File: src/rtl/sm_run_ctrl_if.sv
// Command and register-dump channels of the run controller.
// The master side issues commands and consumes dump beats; the slave side is the controller.
interface sm_run_ctrl_if #(
  parameter int PC_WIDTH = 32
);
  logic                cmd_valid;
  logic [2:0]          cmd_op;
  logic [PC_WIDTH-1:0] cmd_arg;
  logic                cmd_ready;
  logic                cmd_err;
  logic                dump_valid;
  logic                dump_ready;
  logic [4:0]          dump_addr;
  logic [31:0]         dump_data;

  modport master (
    output cmd_valid, cmd_op, cmd_arg, dump_ready,
    input  cmd_ready, cmd_err, dump_valid, dump_addr, dump_data
  );

  modport slave (
    input  cmd_valid, cmd_op, cmd_arg, dump_ready,
    output cmd_ready, cmd_err, dump_valid, dump_addr, dump_data
  );
endinterface

File: src/rtl/sm_run_ctrl.sv
// Debug run controller: gates the CPU clock enable, single-steps, halts on breakpoint or
// cycle limit, and streams the register file out. Breakpoints exist only with SM_RUN_CTRL_BP_EN.
module sm_run_ctrl #(
  parameter int CYCLE_LIMIT = 200,
  parameter int PC_WIDTH    = 32
) (
  input  logic                clk,
  input  logic                rst,
  sm_run_ctrl_if.slave        bus,
  input  logic [PC_WIDTH-1:0] pc,
  output logic                cpu_en,
  output logic [4:0]          reg_addr,
  input  logic [31:0]         reg_data,
  output logic                halted,
  output logic                bp_hit,
  output logic                limit_hit,
  output logic [31:0]         cycle_cnt,
  output logic [2:0]          state_dbg
);
  // Handshakes: a command or dump beat transfers on a rising edge where valid & ready are
  // both high; valid and its payload stay stable until that edge.
  typedef enum logic [2:0] {
    S_HALTED    = 3'd0,
    S_RUN       = 3'd1,
    S_STEP      = 3'd2,
    S_DUMP_ADDR = 3'd3,
    S_DUMP_OUT  = 3'd4
  } state_t;

  localparam logic [2:0] OP_RUN    = 3'd0;
  localparam logic [2:0] OP_HALT   = 3'd1;
  localparam logic [2:0] OP_STEP   = 3'd2;
  localparam logic [2:0] OP_DUMP   = 3'd3;
  localparam logic [2:0] OP_SET_BP = 3'd4;
  localparam logic [2:0] OP_CLR_BP = 3'd5;

  localparam logic [31:0] LIMIT    = 32'(CYCLE_LIMIT);
  localparam bit          LIMIT_ON = (CYCLE_LIMIT != 0);

  state_t      state;
  logic        accept;
  logic        halt_req;
  logic        bp_match;
  logic        limit_reach;
  logic        cmd_noop;
  logic [31:0] cycle_nxt;

  assign bus.cmd_ready = (state == S_HALTED) || (state == S_RUN);
  assign accept        = bus.cmd_valid & bus.cmd_ready;
  assign halt_req      = accept & (bus.cmd_op == OP_HALT);
  assign halted        = (state == S_HALTED);
  assign state_dbg     = state;

`ifdef SM_RUN_CTRL_BP_EN
  localparam bit BP_ON = 1'b1;
  logic                bp_valid;
  logic [PC_WIDTH-1:0] bp_addr;

  // Match is evaluated before the instruction at bp_addr executes, so it suppresses cpu_en.
  assign bp_match = (state == S_RUN) & bp_valid & (pc == bp_addr);

  always_ff @(posedge clk or posedge rst) begin
    if (rst) begin
      bp_valid <= 1'b0;
      bp_addr  <= '0;
    end else if (accept && bus.cmd_op == OP_SET_BP) begin
      bp_valid <= 1'b1;
      bp_addr  <= bus.cmd_arg;
    end else if (accept && bus.cmd_op == OP_CLR_BP) begin
      bp_valid <= 1'b0;
    end
  end
`else
  localparam bit BP_ON = 1'b0;
  logic unused_bp;
  assign unused_bp = ^{pc, bus.cmd_arg};
  assign bp_match  = 1'b0;
`endif

  always_comb begin
    cpu_en = 1'b0;
    if (state == S_STEP)
      cpu_en = 1'b1;
    else if (state == S_RUN && !bp_match && !halt_req)
      cpu_en = 1'b1;
  end

  assign cycle_nxt   = cycle_cnt + 32'd1;
  // cpu_en is already low on a breakpoint match, so the breakpoint always wins over the limit.
  assign limit_reach = LIMIT_ON && cpu_en && (cycle_nxt == LIMIT);

  always_comb begin
    cmd_noop = 1'b0;
    if (accept) begin
      case (bus.cmd_op)
        OP_RUN, OP_STEP, OP_DUMP: cmd_noop = (state == S_RUN);
        OP_HALT:                  cmd_noop = (state == S_HALTED);
        OP_SET_BP, OP_CLR_BP:     cmd_noop = !BP_ON;
        default:                  cmd_noop = 1'b1;
      endcase
    end
  end

  always_ff @(posedge clk or posedge rst) begin
    if (rst) begin
      state         <= S_HALTED;
      cycle_cnt     <= 32'd0;
      reg_addr      <= 5'd0;
      bus.dump_valid <= 1'b0;
      bus.dump_addr  <= 5'd0;
      bus.dump_data  <= 32'd0;
      bus.cmd_err    <= 1'b0;
      bp_hit        <= 1'b0;
      limit_hit     <= 1'b0;
    end else begin
      bus.cmd_err <= cmd_noop;
      bp_hit      <= bp_match;
      limit_hit   <= limit_reach;
      if (cpu_en)
        cycle_cnt <= cycle_nxt;

      case (state)
        S_HALTED: begin
          if (accept) begin
            case (bus.cmd_op)
              OP_RUN:  state <= S_RUN;
              OP_STEP: state <= S_STEP;
              OP_DUMP: begin
                state    <= S_DUMP_ADDR;
                reg_addr <= 5'd0;
              end
              default: state <= S_HALTED;
            endcase
          end
        end
        S_RUN: begin
          if (bp_match || halt_req || limit_reach)
            state <= S_HALTED;
        end
        S_STEP: state <= S_HALTED;
        S_DUMP_ADDR: begin
          // reg_addr has been stable for a full cycle, so the async read data has settled.
          bus.dump_valid <= 1'b1;
          bus.dump_addr  <= reg_addr;
          bus.dump_data  <= reg_data;
          state          <= S_DUMP_OUT;
        end
        S_DUMP_OUT: begin
          if (bus.dump_ready) begin
            bus.dump_valid <= 1'b0;
            if (reg_addr == 5'd31) begin
              reg_addr <= 5'd0;
              state    <= S_HALTED;
            end else begin
              reg_addr <= reg_addr + 5'd1;
              state    <= S_DUMP_ADDR;
            end
          end
        end
        default: state <= S_HALTED;
      endcase
    end
  end
endmodule

File: src/flat_wrapper.sv
// flat-port wrapper written by rule: the top's interface ports become plain ports
module sm_run_ctrl_flat 
#(
  parameter int CYCLE_LIMIT = 200,
  parameter int PC_WIDTH    = 32
)
  (clk, rst, pc, cpu_en, reg_addr, reg_data, halted, bp_hit, limit_hit, cycle_cnt, state_dbg, bus_cmd_valid, bus_cmd_op, bus_cmd_arg, bus_dump_ready, bus_cmd_ready, bus_cmd_err, bus_dump_valid, bus_dump_addr, bus_dump_data);
  sm_run_ctrl_if #(.PC_WIDTH(PC_WIDTH)) bus_i ();
  input  logic clk;
  input  logic rst;
  input  logic [PC_WIDTH-1:0] pc;
  output logic cpu_en;
  output logic [4:0] reg_addr;
  input  logic [31:0] reg_data;
  output logic halted;
  output logic bp_hit;
  output logic limit_hit;
  output logic [31:0] cycle_cnt;
  output logic [2:0] state_dbg;
  input wire logic [$bits(bus_i.cmd_valid)-1:0] bus_cmd_valid;
  input wire logic [$bits(bus_i.cmd_op)-1:0] bus_cmd_op;
  input wire logic [$bits(bus_i.cmd_arg)-1:0] bus_cmd_arg;
  input wire logic [$bits(bus_i.dump_ready)-1:0] bus_dump_ready;
  output wire logic [$bits(bus_i.cmd_ready)-1:0] bus_cmd_ready;
  output wire logic [$bits(bus_i.cmd_err)-1:0] bus_cmd_err;
  output wire logic [$bits(bus_i.dump_valid)-1:0] bus_dump_valid;
  output wire logic [$bits(bus_i.dump_addr)-1:0] bus_dump_addr;
  output wire logic [$bits(bus_i.dump_data)-1:0] bus_dump_data;
  assign bus_i.cmd_valid = bus_cmd_valid;
  assign bus_i.cmd_op = bus_cmd_op;
  assign bus_i.cmd_arg = bus_cmd_arg;
  assign bus_i.dump_ready = bus_dump_ready;
  assign bus_cmd_ready = bus_i.cmd_ready;
  assign bus_cmd_err = bus_i.cmd_err;
  assign bus_dump_valid = bus_i.dump_valid;
  assign bus_dump_addr = bus_i.dump_addr;
  assign bus_dump_data = bus_i.dump_data;
  sm_run_ctrl #(.CYCLE_LIMIT(CYCLE_LIMIT), .PC_WIDTH(PC_WIDTH)) u_core (.clk(clk), .rst(rst), .bus(bus_i), .pc(pc), .cpu_en(cpu_en), .reg_addr(reg_addr), .reg_data(reg_data), .halted(halted), .bp_hit(bp_hit), .limit_hit(limit_hit), .cycle_cnt(cycle_cnt), .state_dbg(state_dbg));
endmodule
File: config.mk
export PLATFORM = sky130hd
export DESIGN_NAME = sm_run_ctrl_flat
export DESIGN_NICKNAME = d
export VERILOG_FILES = /design/src/rtl/sm_run_ctrl_if.sv /design/src/rtl/sm_run_ctrl.sv /design/src/flat_wrapper.sv
export SDC_FILE = /design/constraint.sdc
export NUM_CORES = 1
export LEC_CHECK = 0
export BUFFER_PORTS_ARGS = -buffer_cell sky130_fd_sc_hd__buf_2
export CAP_MARGIN = 20
export CORE_AREA = 2 2 95 97
export CTS_CLUSTER_DIAMETER = 120
export DETAILED_ROUTE_END_ITERATION = 10
export DIE_AREA = 0 0 97 99
export PLACE_DENSITY = 0.84
export SLEW_MARGIN = 20
export SYNTH_ARGS = -nofsm -noshare
export SYNTH_HDL_FRONTEND = slang
export SYNTH_SLANG_ARGS = --single-unit
File: constraint.sdc
create_clock -name clk -period 3.5 [get_ports clk]
set_input_delay 0.7 -clock clk [delete_from_list [all_inputs] [get_ports clk]]
set_output_delay 0.7 -clock clk [all_outputs]
set_load 0.005 [all_outputs]
==> impl_metrics.env <==
export IMPL_setup_viol=0
export IMPL_synth_simple_gate_area_frac=0.193
export IMPL_status="finished, final reports clean"
export IMPL_path_class="register to register"
export IMPL_setup_tns_ps=0
export IMPL_relSlewSlack=0.402
export IMPL_antenna_found_initial=0
export IMPL_critPathMaxFanout=7
export IMPL_synth_fa_ha_area_frac=0.00945
export IMPL_hp_class="primary input to asynchronous set/reset pin"
export IMPL_initial_core_util=0.464
export IMPL_slew_viol_final=0
export IMPL_ant_nets=0
export IMPL_synth_edf_count=0
export IMPL_cts_tree="yes"
export IMPL_r2r_start="u_core.cycle_cnt[0]$_DFFE_PP0P_"
export IMPL_synth_area_um2=3970
export IMPL_fin_ws_ps=676
export IMPL_p_leak_uw=0.00242
export IMPL_synth_compound_area_frac=0.0630
export IMPL_peakVddDrop_mv=0.301
export IMPL_io_pins=187
export IMPL_grt_max_degree=59
export IMPL_gr_usage_all_layers=0.199
export IMPL_synth_seq_cells=80
export IMPL_place_congestion=0.822
export IMPL_cp_required_ps=3790
export IMPL_synth_area_leader_cell="dfrtp_1"
export IMPL_pre_cts_ws_ps=677
export IMPL_area_growth_pct=23.3
export IMPL_synthArstFlopShare=1.00
export IMPL_yosysUniqueCellTypes=55
export IMPL_die_w_um=97
export IMPL_fmax_mhz=354
export IMPL_synthMuxAreaShare=0.107
export IMPL_worst_skew_pair_late_latency_ps=350
export IMPL_synth_common_cells="dfrtp_1, mux2_2, nand2_1"
export IMPL_hold_viol_final=0
export IMPL_synth_most_common_cell="dfrtp_1"
export IMPL_cts_hold_buf=0
export IMPL_htree_num_levels=3
export IMPL_drv_cap=0
export IMPL_synth_top_area_frac=0.504
export IMPL_synth_area_leaders="dfrtp_1, mux2_2, xnor2_1"
export IMPL_wl_per_cell_um=16.1
export IMPL_synth_nets=465
export IMPL_final_nets=582
export IMPL_clkTransAtPathRegs_ps=90
export IMPL_die_height_um=99
export IMPL_dominantRegCellSynth="dfrtp_1"
export IMPL_diodes=0
export IMPL_port_buffers=121
export IMPL_rows=34
export IMPL_synth_top_family_by_area="simple AND/OR/NAND/NOR gates"
export IMPL_drive_above_1_share=0.395
export IMPL_syn_avg_cell_area_um2=11.1
export IMPL_firstDrtPassIters=5
export IMPL_cts_buffers=9
export IMPL_cts_buffer_depth=2
export IMPL_yosys_warnings=0
export IMPL_clock_root_buffer="clkbuf_8"
export IMPL_power_per_cell_area_nw_per_um2=663
export IMPL_fin_crit_sh=0.807
export IMPL_dp_hpwl_mm=6.94
export IMPL_period_minus_slack_ps=2820
export IMPL_cts_sinks=80
export IMPL_endpoint_kind="register"
export IMPL_post_cts_resized=0
export IMPL_coreArea_um2=8550
export IMPL_rsz0062_at_grt="false"
export IMPL_finClkSkew_ps=8.55
export IMPL_yosysSeqAreaShare=0.504
export IMPL_drtIter0Drc=132
export IMPL_post_cts_buffers=0
export IMPL_worstMarginPinSlew_ps=894
export IMPL_syn_inst=359
export IMPL_arrival_ps=3120
export IMPL_drt_total_wl_mm=9.48
export IMPL_r2r_cells=8
export IMPL_start_kind="register"
export IMPL_drc_errors=0
export IMPL_synth_xor_area_frac=0.0882
export IMPL_viasPerCell=5.48
export IMPL_num_vias=3227
export IMPL_grt_pass1_wl_mm=15.5
export IMPL_grt_overflow_total=0
export IMPL_grt_pass1_vias=3196
export IMPL_reg2reg_to="u_core.limit_hit$_DFF_PP0_"
export IMPL_die_area_um2=9600
export IMPL_r2r_slack_ps=680
-- placed cells by master, fill, tap and decap left out, types with 4 or more instances in the layout --
master	netlist	layout
dfrtp_1	80	80
nor3_1	10	10
xor2_1	20	20
bufinv_16	0	4
clkbuf_8	2	10
nor2_1	21	21
buf_2	0	121
nand2_1	32	32
nand4_1	16	16
and3_1	9	9
xnor2_1	20	20
and4_1	4	4
nand3_1	12	12
nand2b_1	5	5
nor4_1	4	4
a21oi_1	4	4
mux2_2	37	37
inv_1	5	4
o21ai_0	9	9
-- routing by layer --
metal | GRT usage | wire (um) | vias up
li1 | - | - | 1515
met1 | 0.253 | 4120 | 1548
met2 | 0.334 | 4570 | 143
met3 | 0.0440 | 596 | 21
met4 | 0.0758 | 193 | 0
met5 | 0 | 0 | -
-- report_power, final --
part	switching, uW	internal, uW
combinational	424	504
sequential	200	1200
clock	353	571
total	976	2270
-- logic make-up after synthesis --
kind of cell,count (synthesis)
flops,80
xor+xnor,40
mux,38
other cells,1
compound gates,36
fa+ha+maj,3
simple gates,138
buf+inv,23
-- worst max-delay path by stage --
stage                               startpoint                              end  depth (start not counted)
2_1_floorplan                              rst     u_core.bus.cmd_err$_DFF_PP0_                          1
3_3_place_gp   u_core.cycle_cnt[0]$_DFFE_PP0P_       u_core.limit_hit$_DFF_PP0_                          8
3_5_place_dp   u_core.cycle_cnt[0]$_DFFE_PP0P_  u_core.state_dbg[0]$_DFFE_PP0P_                          8
4_1_cts        u_core.cycle_cnt[0]$_DFFE_PP0P_  u_core.state_dbg[0]$_DFFE_PP0P_                          8
5_1_grt        u_core.cycle_cnt[0]$_DFFE_PP0P_       u_core.limit_hit$_DFF_PP0_                          8
6_report       u_core.cycle_cnt[0]$_DFFE_PP0P_       u_core.limit_hit$_DFF_PP0_                          8
-- worst max-delay path, cell delays in order, from the launching register on --
cell	delay [ps]
dfrtp_1	460
ha_1	270
and3_1	270
or3_1	360
a2111oi_2	370
o22ai_1	120
or4_1	440
nor4_2	320
and2_1	170
-- metrics by stage --
stage          std cells   util  hold WS (ps)  area (um2)  power, uW
3_5_place_dp         573  0.540           483        4620       2350
3_3_place_gp         573  0.540           472        4620       2290
4_1_cts              589  0.572           503        4890       3270
6_report             589  0.572           466        4890       3250
2_1_floorplan        359      -           468        3970       1920
5_1_grt              589  0.572           519        4890       3420
-- layout make-up --
cell class	count	area, um2
Clock buffer	10	138
Clock inverter	6	138
Fill cell	713	3660
Inverter	5	21.3
Multi-Input combinational cell	256	1830
Sequential cell	80	2000
Tap cell	108	135
Timing Repair Buffer	124	628
-- flip-flops by register name (all words and copies together) (netlist names) --
| register | cells |
|---|---|
| u_core.state_dbg | 3 |
| u_core.bus.cmd_err | 1 |
| u_core.bus.dump_valid | 1 |
| u_core.cycle_cnt | 32 |
| u_core.limit_hit | 1 |
| u_core.bus.dump_data | 32 |
| u_core.bus.dump_addr | 5 |
| u_core.reg_addr | 5 |
(Power assumes the default switching activity.)
